File: config.mk
export PLATFORM = sky130hd
export DESIGN_NAME = seq_alu_engine
export DESIGN_NICKNAME = d
export VERILOG_FILES = /design/src/rtl/seq_alu_pkg.sv /design/src/rtl/seq_alu_fsm.sv /design/src/rtl/seq_alu_engine.sv
export SDC_FILE = /design/constraint.sdc
export NUM_CORES = 1
export LEC_CHECK = 0
export ABC_AREA = 1
export CORE_MARGIN = 3
export CORE_UTILIZATION = 45
export CTS_CLUSTER_DIAMETER = 40
export CTS_CLUSTER_SIZE = 8
export DETAILED_ROUTE_END_ITERATION = 10
export HOLD_SLACK_MARGIN = 0.03
export PLACE_DENSITY_LB_ADDON = 0.08
export SLEW_MARGIN = 30
export SYNTH_ARGS = -nofsm -noshare
export SYNTH_HDL_FRONTEND = slang
export SYNTH_SLANG_ARGS = --single-unit
File: constraint.sdc
create_clock -name clk -period 2.5 [get_ports clk]
set_input_delay 0.625 -clock clk [delete_from_list [all_inputs] [get_ports clk]]
set_output_delay 0.625 -clock clk [all_outputs]
set_load 0.05 [all_outputs]
File: src/rtl/seq_alu_pkg.sv
// Shared definitions for the sequential ALU engine: opcodes, FSM state
// codes and flag bit positions.
package seq_alu_pkg;

  localparam logic [2:0] OP_ADD  = 3'd0;
  localparam logic [2:0] OP_SUB  = 3'd1;
  localparam logic [2:0] OP_AND  = 3'd2;
  localparam logic [2:0] OP_OR   = 3'd3;
  localparam logic [2:0] OP_XOR  = 3'd4;
  localparam logic [2:0] OP_SHL  = 3'd5;
  localparam logic [2:0] OP_SHR  = 3'd6;
  localparam logic [2:0] OP_PASS = 3'd7;

  typedef enum logic [2:0] {
    ST_IDLE   = 3'd0,
    ST_LOAD_A = 3'd1,
    ST_LOAD_B = 3'd2,
    ST_EXEC   = 3'd3,
    ST_DONE   = 3'd4
  } state_e;

  // flags = {ovf, carry, zero}
  localparam int FLAG_ZERO  = 0;
  localparam int FLAG_CARRY = 1;
  localparam int FLAG_OVF   = 2;

endpackage

File: src/rtl/seq_alu_fsm.sv
// Controller for the sequential ALU: IDLE -> LOAD_A -> LOAD_B -> EXEC -> DONE.
// Optional feature macro: SEQ_ALU_CHAIN_EN (chain=1 at start skips LOAD_A and
// reuses the previous result as operand A).
// Handshake: start is looked at only in IDLE; a start seen there is accepted
// on that edge (accept_o high for that cycle). done_o is high for exactly the
// one DONE cycle. start while busy_o=1 is dropped, nothing is queued.
module seq_alu_fsm
  import seq_alu_pkg::*;
(
  input  logic       clk_i,
  input  logic       rst_ni,
  input  logic       start_i,
  input  logic       chain_i,
  output logic [2:0] state_o,
  output logic       busy_o,
  output logic       accept_o,
  output logic       ld_a_o,
  output logic       ld_b_o,
  output logic       ld_chain_o,
  output logic       exec_o,
  output logic       done_o
);

  state_e state_q, state_d;

`ifndef SEQ_ALU_CHAIN_EN
  // Chaining is compiled out; the port stays for a stable interface.
  logic unused_chain;
  assign unused_chain = chain_i;
`endif

  // State register; reset aborts whatever operation is in flight.
  always_ff @(posedge clk_i or negedge rst_ni) begin
    if (!rst_ni) state_q <= ST_IDLE;
    else         state_q <= state_d;
  end

  // Next-state and per-state strobes; illegal codes fall back to IDLE.
  always_comb begin
    state_d    = state_q;
    accept_o   = 1'b0;
    ld_a_o     = 1'b0;
    ld_b_o     = 1'b0;
    ld_chain_o = 1'b0;
    exec_o     = 1'b0;
    done_o     = 1'b0;
    case (state_q)
      ST_IDLE: begin
        if (start_i) begin
          accept_o = 1'b1;
          state_d  = ST_LOAD_A;
`ifdef SEQ_ALU_CHAIN_EN
          if (chain_i) begin
            state_d    = ST_LOAD_B;
            ld_chain_o = 1'b1;
          end
`endif
        end
      end
      ST_LOAD_A: begin
        ld_a_o  = 1'b1;
        state_d = ST_LOAD_B;
      end
      ST_LOAD_B: begin
        ld_b_o  = 1'b1;
        state_d = ST_EXEC;
      end
      ST_EXEC: begin
        exec_o  = 1'b1;
        state_d = ST_DONE;
      end
      ST_DONE: begin
        done_o  = 1'b1;
        state_d = ST_IDLE;
      end
      default: state_d = ST_IDLE;
    endcase
  end

  assign state_o = state_q;
  assign busy_o  = (state_q != ST_IDLE);

endmodule

File: src/rtl/seq_alu_engine.sv
// Multi-cycle WIDTH-bit ALU: serial operand load on data_in, 8 opcodes,
// registered result and {ovf, carry, zero} flags, start/done handshake.
// Optional feature macro: SEQ_ALU_CHAIN_EN (see seq_alu_fsm).
module seq_alu_engine
  import seq_alu_pkg::*;
#(
  parameter int WIDTH = 8
) (
  input  logic             clk,
  input  logic             rst_n,
  input  logic             start,
  input  logic [2:0]       op_in,
  input  logic             chain,
  input  logic [WIDTH-1:0] data_in,
  output logic [WIDTH-1:0] data_out,
  output logic [WIDTH-1:0] reg_a,
  output logic [WIDTH-1:0] reg_b,
  output logic [2:0]       state,
  output logic             busy,
  output logic             done,
  output logic [2:0]       flags
);

  localparam int SHW = $clog2(WIDTH);

  logic             accept, ld_a, ld_b, ld_chain, exec;
  logic [2:0]       op_q;
  logic [WIDTH-1:0] reg_a_q, reg_b_q, data_out_q;
  logic [2:0]       flags_q;
  logic [WIDTH-1:0] res_d;
  logic [2:0]       flags_d;
  logic [WIDTH:0]   sum_w, diff_w;
  logic [SHW-1:0]   shamt;

  seq_alu_fsm u_fsm (
    .clk_i      (clk),
    .rst_ni     (rst_n),
    .start_i    (start),
    .chain_i    (chain),
    .state_o    (state),
    .busy_o     (busy),
    .accept_o   (accept),
    .ld_a_o     (ld_a),
    .ld_b_o     (ld_b),
    .ld_chain_o (ld_chain),
    .exec_o     (exec),
    .done_o     (done)
  );

  // Opcode capture with an accepted start; operand loads under FSM strobes.
  always_ff @(posedge clk or negedge rst_n) begin
    if (!rst_n) begin
      op_q    <= OP_ADD;
      reg_a_q <= '0;
      reg_b_q <= '0;
    end else begin
      if (accept)        op_q    <= op_in;
      if (ld_a)          reg_a_q <= data_in;
      else if (ld_chain) reg_a_q <= data_out_q;
      if (ld_b)          reg_b_q <= data_in;
    end
  end

  assign sum_w  = {1'b0, reg_a_q} + {1'b0, reg_b_q};
  assign diff_w = {1'b0, reg_a_q} - {1'b0, reg_b_q};
  assign shamt  = reg_b_q[SHW-1:0];

  // ALU function and flags; carry/ovf only meaningful for ADD and SUB.
  always_comb begin
    res_d   = reg_a_q;
    flags_d = 3'b000;
    case (op_q)
      OP_ADD: begin
        res_d               = sum_w[WIDTH-1:0];
        flags_d[FLAG_CARRY] = sum_w[WIDTH];
        flags_d[FLAG_OVF]   = (reg_a_q[WIDTH-1] == reg_b_q[WIDTH-1]) &&
                              (sum_w[WIDTH-1] != reg_a_q[WIDTH-1]);
      end
      OP_SUB: begin
        res_d               = diff_w[WIDTH-1:0];
        flags_d[FLAG_CARRY] = diff_w[WIDTH];  // borrow: A < B unsigned
        flags_d[FLAG_OVF]   = (reg_a_q[WIDTH-1] != reg_b_q[WIDTH-1]) &&
                              (diff_w[WIDTH-1] != reg_a_q[WIDTH-1]);
      end
      OP_AND:  res_d = reg_a_q & reg_b_q;
      OP_OR:   res_d = reg_a_q | reg_b_q;
      OP_XOR:  res_d = reg_a_q ^ reg_b_q;
      OP_SHL:  res_d = reg_a_q << shamt;
      OP_SHR:  res_d = reg_a_q >> shamt;
      default: res_d = reg_a_q;
    endcase
    flags_d[FLAG_ZERO] = (res_d == '0);
  end

  // Result and flags update only in EXEC and hold until the next EXEC.
  always_ff @(posedge clk or negedge rst_n) begin
    if (!rst_n) begin
      data_out_q <= '0;
      flags_q    <= 3'b000;
    end else if (exec) begin
      data_out_q <= res_d;
      flags_q    <= flags_d;
    end
  end

  assign data_out = data_out_q;
  assign flags    = flags_q;
  assign reg_a    = reg_a_q;
  assign reg_b    = reg_b_q;

endmodule
==> results of run 1 <==
==> state kept, by name, indices dropped and copies added, names as in the netlist <==
register	count
reg_a	8
flags	3
reg_b	8
op_q	3
u_fsm.state_o	3
data_out	8
==> routing by layer <==
metal  wire (µm)  global-route usage, %  share of wire [%]  up-vias
li1            -                      -                  -     1650
met4         168                   6.90                1.9        0
met5           0                      0                  0        -
met1        4180                   34.9                 46     1526
met3         651                   5.07                7.2       13
met2        4060                   36.5                 45      126
==> cell usage after synthesis (all sizes together) (2+ instances only) <==
master / instances / area share, %
clkbuf: 5 / 0.64
nor2: 48 / 6.8
a21oi: 11 / 1.9
nor3: 4 / 0.64
nand4: 8 / 1.6
fa: 2 / 1.3
dfrtp: 33 / 26
o21bai: 2 / 0.48
inv: 71 / 8.7
nand2: 154 / 19
buf: 9 / 2.2
ha: 25 / 10
nand3b: 4 / 0.96
o21ai: 28 / 4.6
xor2: 2 / 0.56
nand3: 76 / 13
==> through the flow <==
stage          utilization, %  hold WS (ns)  instances  worst slack (ns)
2_1_floorplan               -         0.329        485             0.109
5_1_grt                  58.4         0.507        617           0.00923
6_report                 58.4         0.489        617             0.128
4_1_cts                  58.4         0.493        617             0.101
3_5_place_dp             56.6         0.469        609             0.305
3_3_place_gp             56.6         0.468        609             0.327
==> area by class of cell <==
| type | instances | area share, % |
|---|---|---|
| Sequential cell | 33 | 21.6 |
| Clock inverter | 3 | 1.21 |
| Clock buffer | 5 | 1.80 |
| Timing Repair Buffer | 61 | 14.9 |
| Inverter | 71 | 7.11 |
| Tap cell | 77 | 2.52 |
| Multi-Input combinational cell | 367 | 50.8 |
==> cell families after synthesis <==
kind of cell	after synthesis
xor+xnor	2
buf+inv	85
compound gates	44
fa+ha+maj	27
flops	33
simple gates	294
==> worst max-delay path by stage <==
| stage | from | to | slack [ns] | cells after the start |
|---|---|---|---|---|
| 2_1_floorplan | reg_a[0]$_DFFE_PN0P_ | flags[0]$_DFFE_PN0P_ | 0.11 | 14 |
| 3_3_place_gp | reg_a[0]$_DFFE_PN0P_ | flags[1]$_DFFE_PN0P_ | 0.33 | 13 |
| 3_5_place_dp | reg_a[0]$_DFFE_PN0P_ | flags[1]$_DFFE_PN0P_ | 0.31 | 13 |
| 4_1_cts | u_fsm.state_o[1]$_DFFE_PN0P_ | done | 0.10 | 4 |
| 5_1_grt | u_fsm.state_o[1]$_DFFE_PN0P_ | busy | 0.009 | 5 |
| 6_report | reg_a[5]$_DFFE_PN0P_ | reg_a[5] | 0.13 | 1 |
==> reports/metrics.yaml, run 1 <==
status: "complete, no violations"
die_w_um: 89.3
portBuffers: 45
first_global_vias: 2985
floorplan.initialDensity_pct: 47.8
worstHoldStart: "flags[0]$_DFFE_PN0P_"
synth_xor_area_share_pct: 0.561
antenna_found_initial: 0
crit_fanout: 8
layout_common_cells: "147 x nand2_1, 72 x nand3_1, 62 x inv_1"
path_delay_family: "buffers and inverters"
required_ns: 1.88
cts.clk_slew.worst_paths_ns: 0.08
r2r-end: "flags[0]$_DFFE_PN0P_"
wirelength_um: 9050
detail_route.first_pass.iterations: 5
clockRootBuffer: "clkbuf_8"
nets: 581
slowest_delay_ns: 0.88
r2r_slack_ns: 0.27
placed_area_mm2: 0.00370
ys_seq_elements: 33
wl_per_cell_um: 14.7
clk_latency_ns: 0.29
area_growth_pct: 22.3
tritoncts: "done"
max_freq_ghz: 0.422
synth.avg_cell_area_um2: 6.43
synth_edf_count: 0
drc_errors: 0
synth_area_mm2: 0.00312
multiInputGateArea_mm2: 0.00194
fin_crit_ns: 2.37
r2r-start: "reg_a[6]$_DFFE_PN0P_"
worstMarginPinSlew_ns: 0.577
critical_path_class: "flip-flop to primary output"
synth_cell_types: 33
layout-drive-gt1-share_pct: 10.2
r2r_cells: 12
rsz0062_at_grt: "no"
path_buf_inv: 1
globalRoute.totalOverflow: 0
final_area_mm2: 0.00382
hold_violations: 0
crit_path_end_kind: "primary output"
synth_nets: 527
arrival_ns: 1.75
synth_flop_cell: "dfrtp_1"
grt_pass1_wl_um: 14600
synthMuxAreaShare_pct: 0
slew_violations: 0
synth_fa_ha_area_share_pct: 11.3
cts_hold_buf: 0
dr.first_iter.drc_count: 312
syn_inst: 485
htreeDepth: 2
clock_path_buffers: 2
hp-class: "flip-flop to flip-flop"
synth_compound_area_share_pct: 7.66
grt_usage_pct: 24.2
cts_resized: 0
grt_max_degree: 34
critical-path-slowest-cell: "clkdlybuf4s50_1"
maxCapViolations: 0
antenna_cells: 0
fp-row-count: 29
whs_path_depth: 2
nFillCells: 650
finClkSkew_ns: 0.00649
fp.dieArea_mm2: 0.00797
dp_hpwl_um: 7190
tns_ns: 0
io_pins: 47
min_to: "flags[0]$_DFFE_PN0P_"
final_common_cell: "nand2_1"
numCtsBuffers: 5
crit_chain: "clkdlybuf4s50_1"
synth_top_family_by_area: "simple AND/OR/NAND/NOR gates"
die_h_um: 89.3
min_period_over_period_pct: 94.9
cts_num_sinks: 33
fp.coreArea_mm2: 0.00653
ant_nets: 0
route.vias.total: 3315
gp_congestion: 0.967
slew_headroom_pct: 61.4
seqCellArea_um2: 826
yosysWarningCount: 0
yosys.area_share.simple_pct: 42.5
postCtsSetupBuffers: 0
vias_per_cell: 5.37
synthArstFlopShare_pct: 100
critPathLaunchType: "flip-flop"
ys_seq_area_share_pct: 26.5
finalSetupViolations: 0
Power of run 1 is left out: the tool's default activity adds up to more than one toggle a clock period on the data nets, which glitch-free logic cannot reach.
==> run 2, diff against run 1 <==
- ABC_CLOCK_PERIOD_IN_PS: unset -> 2500
- CORE_ASPECT_RATIO: unset -> 1.2
==> reports/metrics.yaml, run 2 (same netlist as run 1, synthesis figures left out) <==
status: "complete, no violations"
numCtsBuffers: 5
grt_usage_pct: 23.8
critPathLaunchType: "flip-flop"
floorplan.initialDensity_pct: 47.5
worstMarginPinSlew_ns: 0.626
dr.first_iter.drc_count: 179
hold_violations: 0
r2r_slack_ns: 0.27
nets: 586
finClkSkew_ns: 0.00719
portBuffers: 45
critical_path_class: "flip-flop to primary output"
fp-row-count: 32
r2r-end: "flags[0]$_DFFE_PN0P_"
wl_per_cell_um: 14.4
nFillCells: 688
worstSetupStartpoint: "u_fsm.state_o[1]$_DFFE_PN0P_"
arrival_ns: 1.74
tns_ns: 0
antenna_cells: 0
route.vias.total: 3234
die_w_um: 82.0
cts_resized: 0
io_pins: 47
critical_path.endpoint: "done"
max_freq_ghz: 0.422
cts_hold_buf: 0
area_growth_pct: 22.8
r2r_cells: 14
grt_pass1_wl_um: 14800
min_period_over_period_pct: 94.8
first_global_vias: 3029
crit_fanout: 5
htreeDepth: 2
required_ns: 1.88
globalRoute.totalOverflow: 0
cts.clk_slew.worst_paths_ns: 0.07
crit_path_end_kind: "primary output"
seqCellArea_um2: 826
grt_max_degree: 34
wirelength_um: 9040
fp.dieArea_mm2: 0.00797
rsz0062_at_grt: "no"
slew_violations: 0
drc_errors: 0
tritoncts: "done"
layout_common_cells: "147 x nand2_1, 72 x nand3_1, 62 x inv_1"
ant_nets: 0
vias_per_cell: 5.13
clockRootBuffer: "clkbuf_8"
postCtsSetupBuffers: 0
die_h_um: 97.2
clock_path_buffers: 2
final_common_cell: "nand2_1"
gp_congestion: 0.942
multiInputGateArea_mm2: 0.00194
detail_route.first_pass.iterations: 5
fp.coreArea_mm2: 0.00657
maxCapViolations: 0
fin_crit_ns: 2.37
slew_headroom_pct: 58.2
layout-drive-gt1-share_pct: 10.8
cts_num_sinks: 33
hp-class: "flip-flop to flip-flop"
finalSetupViolations: 0
clk_latency_ns: 0.28
dp_hpwl_um: 7300
antenna_found_initial: 0
r2r-start: "reg_a[0]$_DFFE_PN0P_"
run 2: cell types whose count changed in the layout (fill, tap and decap cells not counted), sizes merged:
cell	delta
buf	+5
bufinv	-1
clkdlybuf4s50	+1
clkinv	+1
dlymetal6s2s	-1
run 2: worst max-delay path: stages, from the launching register on:
cell,delay (ns)
dfrtp_1,0.42
nor2_1,0.11
inv_1,0.05
nor2_1,0.07
clkdlybuf4s50_1,0.80
run 2: area by class of cell:
class	count	area share (%)
multi-input combinational	367	50.5
tap	85	2.78
clock buffer	5	1.80
inverter	71	7.09
sequential	33	21.6
timing repair buffer	66	15.8
clock inverter	3	0.457
run 2: worst min path at each step:
| stage | startpoint | to | slack (ns) | depth (start not counted) |
|---|---|---|---|---|
| floorplan | rst_n | data_out[0]$_DFFE_PN0P_ | 0.33 | 0 |
| global placement | flags[1]$_DFFE_PN0P_ | flags[1]$_DFFE_PN0P_ | 0.47 | 2 |
| detailed placement | flags[1]$_DFFE_PN0P_ | flags[1]$_DFFE_PN0P_ | 0.46 | 2 |
| CTS | flags[1]$_DFFE_PN0P_ | flags[1]$_DFFE_PN0P_ | 0.48 | 2 |
| global route | flags[1]$_DFFE_PN0P_ | flags[1]$_DFFE_PN0P_ | 0.51 | 2 |
| finish | flags[1]$_DFFE_PN0P_ | flags[1]$_DFFE_PN0P_ | 0.48 | 2 |
run 2: metal layers:
layer	track usage [%]	share of wire, %	vias up
met2	36.7	47	95
met3	3.34	5.0	12
met4	8.06	2.3	0
met1	33.7	46	1457
li1	-	-	1670
met5	0	0	-
run 2: through the flow:
step / std cells / hold slack [ns] / utilization, % / cell area, µm² / setup slack, ns
CTS: 630 / 0.483 / 58.3 / 3830 / 0.109
finish: 630 / 0.482 / 58.3 / 3830 / 0.130
detailed placement: 622 / 0.465 / 57.0 / 3740 / 0.290
global placement: 622 / 0.468 / 57.0 / 3740 / 0.317
floorplan: 485 / 0.329 / - / 3120 / 0.109
global route: 630 / 0.506 / 58.3 / 3830 / 0.0486
Power of run 2 is left out for the same reason.
